File: src/rtl/corral_turn_ctrl.sv
// corral_turn_ctrl: turn sequencer between the player pins and the corral game core.
// It synchronises the enter/move buttons and issues one move strobe per press.
// It then waits for the core and shows cowboy, horse and status on the display bus.
// Optional move limit: define CORRAL_MOVE_LIMIT_EN to end the game after MOVE_LIMIT moves.
module corral_turn_ctrl #(
  parameter int MOVE_LIMIT = 15
) (
  input  logic       clock,
  input  logic       reset_n,
  input  logic       btn_enter,
  input  logic [2:0] btn_move,
  input  logic       game_ready,
  input  logic       game_over,
  input  logic       game_lostwon,
  input  logic [3:0] cowboy_pos,
  input  logic [3:0] horse_pos,
  output logic       game_enter,
  output logic [2:0] game_move,
  output logic [3:0] data,
  output logic [1:0] data_tag,
  output logic       busy,
  output logic       over,
  output logic       won,
  output logic [3:0] move_count
);

  typedef enum logic [2:0] {
    IDLE   = 3'd0,
    ISSUE  = 3'd1,
    WAIT   = 3'd2,
    SHOW_C = 3'd3,
    SHOW_H = 3'd4,
    SHOW_S = 3'd5,
    DONE   = 3'd6
  } state_t;

  localparam logic [1:0] TAG_NONE   = 2'b00;
  localparam logic [1:0] TAG_COWBOY = 2'b01;
  localparam logic [1:0] TAG_HORSE  = 2'b10;
  localparam logic [1:0] TAG_STATUS = 2'b11;

  // Synchroniser and edge-detect flops
  logic       enter_s1_q, enter_s2_q, enter_s3_q;
  logic [2:0] move_s1_q, move_s2_q;
  logic       enter_rise;

  // FSM and registered outputs
  state_t     state_q, state_d;
  logic       wait_first_q, wait_first_d;
  logic       game_enter_q, game_enter_d;
  logic [2:0] game_move_q, game_move_d;
  logic [3:0] data_q, data_d;
  logic [1:0] data_tag_q, data_tag_d;
  logic       busy_q, busy_d;
  logic       over_q, over_d;
  logic       won_q, won_d;
  logic [3:0] move_count_q, move_count_d;
  logic       limit_hit;

`ifdef CORRAL_MOVE_LIMIT_EN
  localparam logic [3:0] LIMIT = 4'(MOVE_LIMIT);
  // The limit only ends the game when the core has not already finished it.
  assign limit_hit = !game_over && (move_count_q >= LIMIT);
`else
  assign limit_hit = 1'b0;
`endif

  assign enter_rise = enter_s2_q && !enter_s3_q;

  // Two-flop synchronisers plus edge-detect flop; enter chain resets high so a held button is not a press.
  always_ff @(posedge clock or negedge reset_n) begin
    if (!reset_n) begin
      enter_s1_q <= 1'b1;
      enter_s2_q <= 1'b1;
      enter_s3_q <= 1'b1;
      move_s1_q  <= 3'b000;
      move_s2_q  <= 3'b000;
    end else begin
      enter_s1_q <= btn_enter;
      enter_s2_q <= enter_s1_q;
      enter_s3_q <= enter_s2_q;
      move_s1_q  <= btn_move;
      move_s2_q  <= move_s1_q;
    end
  end

  // Next-state and next-output logic; outputs are computed for the state being entered.
  always_comb begin
    state_d      = state_q;
    wait_first_d = wait_first_q;
    game_enter_d = 1'b0;
    game_move_d  = 3'b000;
    data_d       = 4'h0;
    data_tag_d   = TAG_NONE;
    over_d       = over_q;
    won_d        = won_q;
    move_count_d = move_count_q;
    case (state_q)
      IDLE: begin
        // Edges while the core is not ready are simply lost.
        if (enter_rise && game_ready) begin
          state_d      = ISSUE;
          game_enter_d = 1'b1;
          game_move_d  = move_s2_q;
          if (move_count_q != 4'hF) begin
            move_count_d = move_count_q + 4'd1;
          end
        end
      end
      ISSUE: begin
        state_d      = WAIT;
        wait_first_d = 1'b1;
      end
      WAIT: begin
        // The core may still show the stale ready in the first cycle after the strobe.
        wait_first_d = 1'b0;
        if (!wait_first_q && game_ready) begin
          state_d    = SHOW_C;
          data_d     = cowboy_pos;
          data_tag_d = TAG_COWBOY;
        end
      end
      SHOW_C: begin
        state_d    = SHOW_H;
        data_d     = horse_pos;
        data_tag_d = TAG_HORSE;
      end
      SHOW_H: begin
        state_d    = SHOW_S;
        data_d     = {1'b0, limit_hit, game_lostwon, game_over};
        data_tag_d = TAG_STATUS;
      end
      SHOW_S: begin
        if (game_over) begin
          state_d = DONE;
          over_d  = 1'b1;
          won_d   = game_lostwon;
        end else if (limit_hit) begin
          state_d = DONE;
          over_d  = 1'b1;
          won_d   = 1'b0;
        end else begin
          state_d = IDLE;
        end
      end
      DONE: begin
        state_d = DONE;
      end
      default: begin
        state_d = IDLE;
      end
    endcase
    busy_d = (state_d != IDLE) && (state_d != DONE);
  end

  // State and output registers; reset clears any in-flight strobe immediately.
  always_ff @(posedge clock or negedge reset_n) begin
    if (!reset_n) begin
      state_q      <= IDLE;
      wait_first_q <= 1'b0;
      game_enter_q <= 1'b0;
      game_move_q  <= 3'b000;
      data_q       <= 4'h0;
      data_tag_q   <= TAG_NONE;
      busy_q       <= 1'b0;
      over_q       <= 1'b0;
      won_q        <= 1'b0;
      move_count_q <= 4'h0;
    end else begin
      state_q      <= state_d;
      wait_first_q <= wait_first_d;
      game_enter_q <= game_enter_d;
      game_move_q  <= game_move_d;
      data_q       <= data_d;
      data_tag_q   <= data_tag_d;
      busy_q       <= busy_d;
      over_q       <= over_d;
      won_q        <= won_d;
      move_count_q <= move_count_d;
    end
  end

  assign game_enter = game_enter_q;
  assign game_move  = game_move_q;
  assign data       = data_q;
  assign data_tag   = data_tag_q;
  assign busy       = busy_q;
  assign over       = over_q;
  assign won        = won_q;
  assign move_count = move_count_q;

endmodule
File: config.mk
export PLATFORM = sky130hd
export DESIGN_NAME = corral_turn_ctrl
export DESIGN_NICKNAME = d
export VERILOG_FILES = /design/src/rtl/corral_turn_ctrl.sv
export SDC_FILE = /design/constraint.sdc
export NUM_CORES = 1
export LEC_CHECK = 0
export CAP_MARGIN = 15
export CORE_MARGIN = 2
export CORE_UTILIZATION = 25
export DETAILED_ROUTE_END_ITERATION = 8
export PLACE_DENSITY = 0.54
export SKIP_CTS_REPAIR_TIMING = 1
export SYNTH_ARGS = -nofsm -noshare
export SYNTH_HDL_FRONTEND = slang
export SYNTH_SLANG_ARGS = --single-unit
File: constraint.sdc
create_clock -name clock -period 3 [get_ports clock]
set_input_delay 0.9 -clock clock [delete_from_list [all_inputs] [get_ports clock]]
set_output_delay 0.9 -clock clock [all_outputs]
set_load 0.05 [all_outputs]
* After elaboration in Yosys (flattened, before gate mapping)
Cells that the tools add are included.
** Cells by class
- $add $sub $neg :: 1
- Equal/unequal tests :: 8
- Muxes and demuxes :: 13
- Reductions and logical operators :: 11
** Operator list (number)
- 3-bit case mux with 7 select lines :: 1
- 3-bit two-way mux :: 5
- 4-bit case mux with 3 select lines :: 1
- 3-bit == test, second input constant :: 3
- 3-bit by 2-bit == test with 1-bit output, second input constant :: 2
- 2-bit case mux with 3 select lines :: 1
- 4-bit by 1-bit adder with 4-bit output, second input constant :: 1
- 1-bit logical AND :: 4
- 4-bit two-way mux :: 1
- 4-bit inequality test, second input constant :: 1
- 3-bit by 1-bit == test with 1-bit output, second input constant :: 1
- 3-bit zero test :: 1
- 1-bit two-way mux :: 3
- 3-bit inequality test, second input constant :: 1
- 3-bit AND reduction :: 1
- 3-bit nonzero test :: 1
- 1-bit zero test :: 2
- 1-bit case mux with 2 select lines :: 1
- 2-bit AND reduction :: 1
- 2-bit nonzero test :: 1
** Word-level totals
- Register bits :: 30
- Bits of input ports :: 17
- Output and inout bits :: 17
- Logic and storage cells :: 48

* Logic depth before layout (Yosys ltp)
- Depth after elaboration :: 7
- Mapped depth :: 4
- Depth with buffers taken out :: 4

* Least setup slack after synthesis
Ideal clock, no wire load.
- Path type :: in2reg
- From :: input game_ready
- To :: register move_count_q[1] (netlist: move_count[1])
- Setup time :: 0.125 ns
- Data arrival time :: 1.545 ns
- Data required time :: 2.875 ns
- Setup slack :: 1.330 ns
- Cell stages on the path :: 3
- Path buffers :: 0
- Cells stage by stage :: and4bb_4 -> nand3_4 -> mux2_4
** Between the ends
- Longest elaborated chain between the ends :: 2
** RTL lines
- start: declaration :: RTL line 12 : input logic game_ready,
- 1-bit logical AND :: RTL line 101 : if (enter_rise && game_ready) begin
- 3-bit AND reduction (no line)
- end signal: assignment :: RTL line 179 : move_count_q <= move_count_d;
- end: declaration :: RTL line 57 : logic [3:0] move_count_q, move_count_d;
No other way between the ends.
A chain may end at the register's enable or synchronous reset.

* Worst setup path after layout
- From :: register move_count_q[0] (netlist: move_count[0])
- To :: output move_count[0]
** RTL lines
- end: declaration :: RTL line 24 : output logic [3:0] move_count
No word-level cell between the ends.

==> reports/metrics.cfg <==
[sta]
timing.final.crit_share_pct = 80.2
fin_crit_ps = 2410
rsz0062_at_grt = no
setup-tns-final_ps = 0
relSlewSlack_pct = 66.0
max_clock_freq_mhz = 416
skew_ps = 5.56
finalSetupViolations = 0
hold_viol = 0
worst_slew_pin_slew_ps = 509
slew_viol_final = 0

[power_and_ir_drop]
intPower_uw = 930
pwr-share-comb_pct = 40.6
pwr-share-clk_pct = 20.6
p_sw_uw = 606
ir_drop_mv = 0.289
power_leakage_uw = 0.000695
power_density_nw_per_um2 = 965
seqPwrFrac_pct = 38.8
switching_share_pct = 39.4

[cells_and_area]
syn_to_final_growth_pct = 43.2
drive_above_1_share_pct = 12.5
seqCellArea_um2 = 754
final_cells = 172
multi_input_area_um2 = 333
n_fill_cell = 440
finalNetCount = 137
antennaDiodeCount = 0

[drt]
final_antenna_net_count = 0
wl_per_cell_um = 11.6
routed_wl_um = 2000
drt_iter0_drc = 20
vias_per_cell = 4.28
drcViolationCount = 0
first_pass_iters = 4
num_vias = 737

[synthesis]
yosysMostFrequentCell = dfrtp_1
synth_nets = 98
yosysSeqAreaShare_pct = 67.9
ys_ff_latch = 30
synth_area_per_cell_um2 = 13.9
ys_top_cells_by_area = dfrtp_1, dfstp_2, a31oi_1, and3_1, a221o_1
synth_top_area_share_pct = 60.8
synth-async-reset-ratio_pct = 100
synth_common_cells = dfrtp_1, a31oi_1, and3_1, o21ai_0
synthFlopType = dfrtp_1
synth_cell_types = 33
synth_largest_area_cell = dfrtp_1
syn_area_um2 = 1110
netlist_instances = 80
synth_edf_count = 0
yosysWarnings = 0

[worst_setup_path]
rr_startpoint = state_q[0]
critical_path.startpoint = move_count[0]
critPathMaxStageDelay_ps = 830
cp-end-kind = primary output
cp_cell_sequence = clkdlybuf4s50_1
r2r-end = move_count[1]
crit_family = buffers and inverters
cp.required_ps = 2100
worstPathArrival_ps = 1510
cp_max_fo = 4
ff2ff_setup_slack_ps = 1550
crit_buf_inv = 1
startpoint_type = flip-flop
worst-setup-path-type = reg2out
reg2reg_depth = 3
critical-path-slowest-cell = clkdlybuf4s50_1

[global_route]
grtUsageTotal_pct = 9.41
grt_max_degree = 31
grtUsageMet1_pct = 9.86
grt_remaining_overflow = 0
grt_pass1_vias = 785
grtUsageMet3_pct = 4.42
grt_pass1_wl_um = 3530
grt-busiest-layer = met2
grt_use_met2_pct = 15.7
antenna_found_initial = 0

[placement]
place_congestion = 0.771
placedCellCount = 164
portBuffers = 33
dp_hpwl_um = 1500

[clock_tree]
clock_latency_ps = 270
cts_root_buffer = clkbuf_8
cts_sinks = 30
cts_made_buffers = 5
cts_tree = done
clockBufferDepth = 2
path_clk_slew_ps = 60
h-tree-depth = 2

[die]
core_area_um2 = 4320
dieHeight_um = 70.7
die_area_um2 = 4990
initial_core_util_pct = 25.7
die_w_um = 70.7
num_rows = 24
io_pins = 34

[worst_hold_path]
hold_path_depth = 0
worst_hold_startpoint = move_s1_q[1]
hold_end = move_s2_q[1]
min_path_type = reg2reg

[outcome]
outcome = complete, no violations

[run]
drv_cap = 0

==> registers in the layout, summed over array words and instances, names as in the netlist, 2 cells and up <==
register,count
data,4
move_count,4
game_move,3
move_s1_q,3
move_s2_q,3
state_q,3
data_tag,2
==> power by group through the flow <==
stage / clock [µW] / combinational [µW] / sequential [µW]
after detailed placement: 0 / 631 / 602
after global routing: 355 / 671 / 613
after floorplan: 0 / 217 / 805
after global placement: 0 / 620 / 599
final: 317 / 623 / 596
after CTS: 332 / 630 / 597
==> cell usage in the layout, fill, tap and decap left out, types with 2 or more instances in the layout <==
master            n
dfstp_2           3
nor2b_1           2
a221o_1           2
dfrtp_1          27
clkbuf_1          2
inv_1             2
nand2_1           2
xnor2_1           2
a31oi_1           4
and3_1            4
clkdlybuf4s50_1  33
nand2b_1          3
nor2_1            3
o21ai_0           4
clkbuf_8          6
a22o_1            2
==> cell families after synthesis <==
family | share of synthesized area (%)
flops | 67.9
xor+xnor | 1.58
mux | 2.36
simple gates | 15.1
fa+ha+maj | 1.13
buf+inv | 2.14
compound gates | 9.80
==> layer usage <==
metal / wire length [µm] / part of all wire, %
met1: 846 / 42
met2: 1010 / 50
met3: 92 / 4.6
met4: 52 / 2.6
met5: 0 / 0
==> stage by stage <==
step	total power [µW]	area [µm²]	hold WS, ps	util [%]	worst slack [ps]
floorplan	1020	1110	331	-	1330
global placement	1220	1500	332	34.7	799
detailed placement	1230	1500	336	34.7	766
CTS	1560	1590	350	36.8	573
global route	1640	1590	360	36.8	533
finish	1540	1590	347	36.8	595
==> worst max-delay path by stage <==
stage,end,cells after the start
detailed placement,move_count[1],4
CTS,move_count[0],1
finish,move_count[0],1
floorplan,move_count[1],3
global route,move_count[3],1
global placement,move_count[1],4
==> layout make-up <==
class	instances	area share [%]
Tap cell	52	4.09
Inverter	3	0.708
Clock buffer	8	5.66
Sequential cell	30	47.4
Timing Repair Buffer	34	21.2
Multi-Input combinational cell	45	20.9
Note: power is estimated with default switching activity, not from simulation.
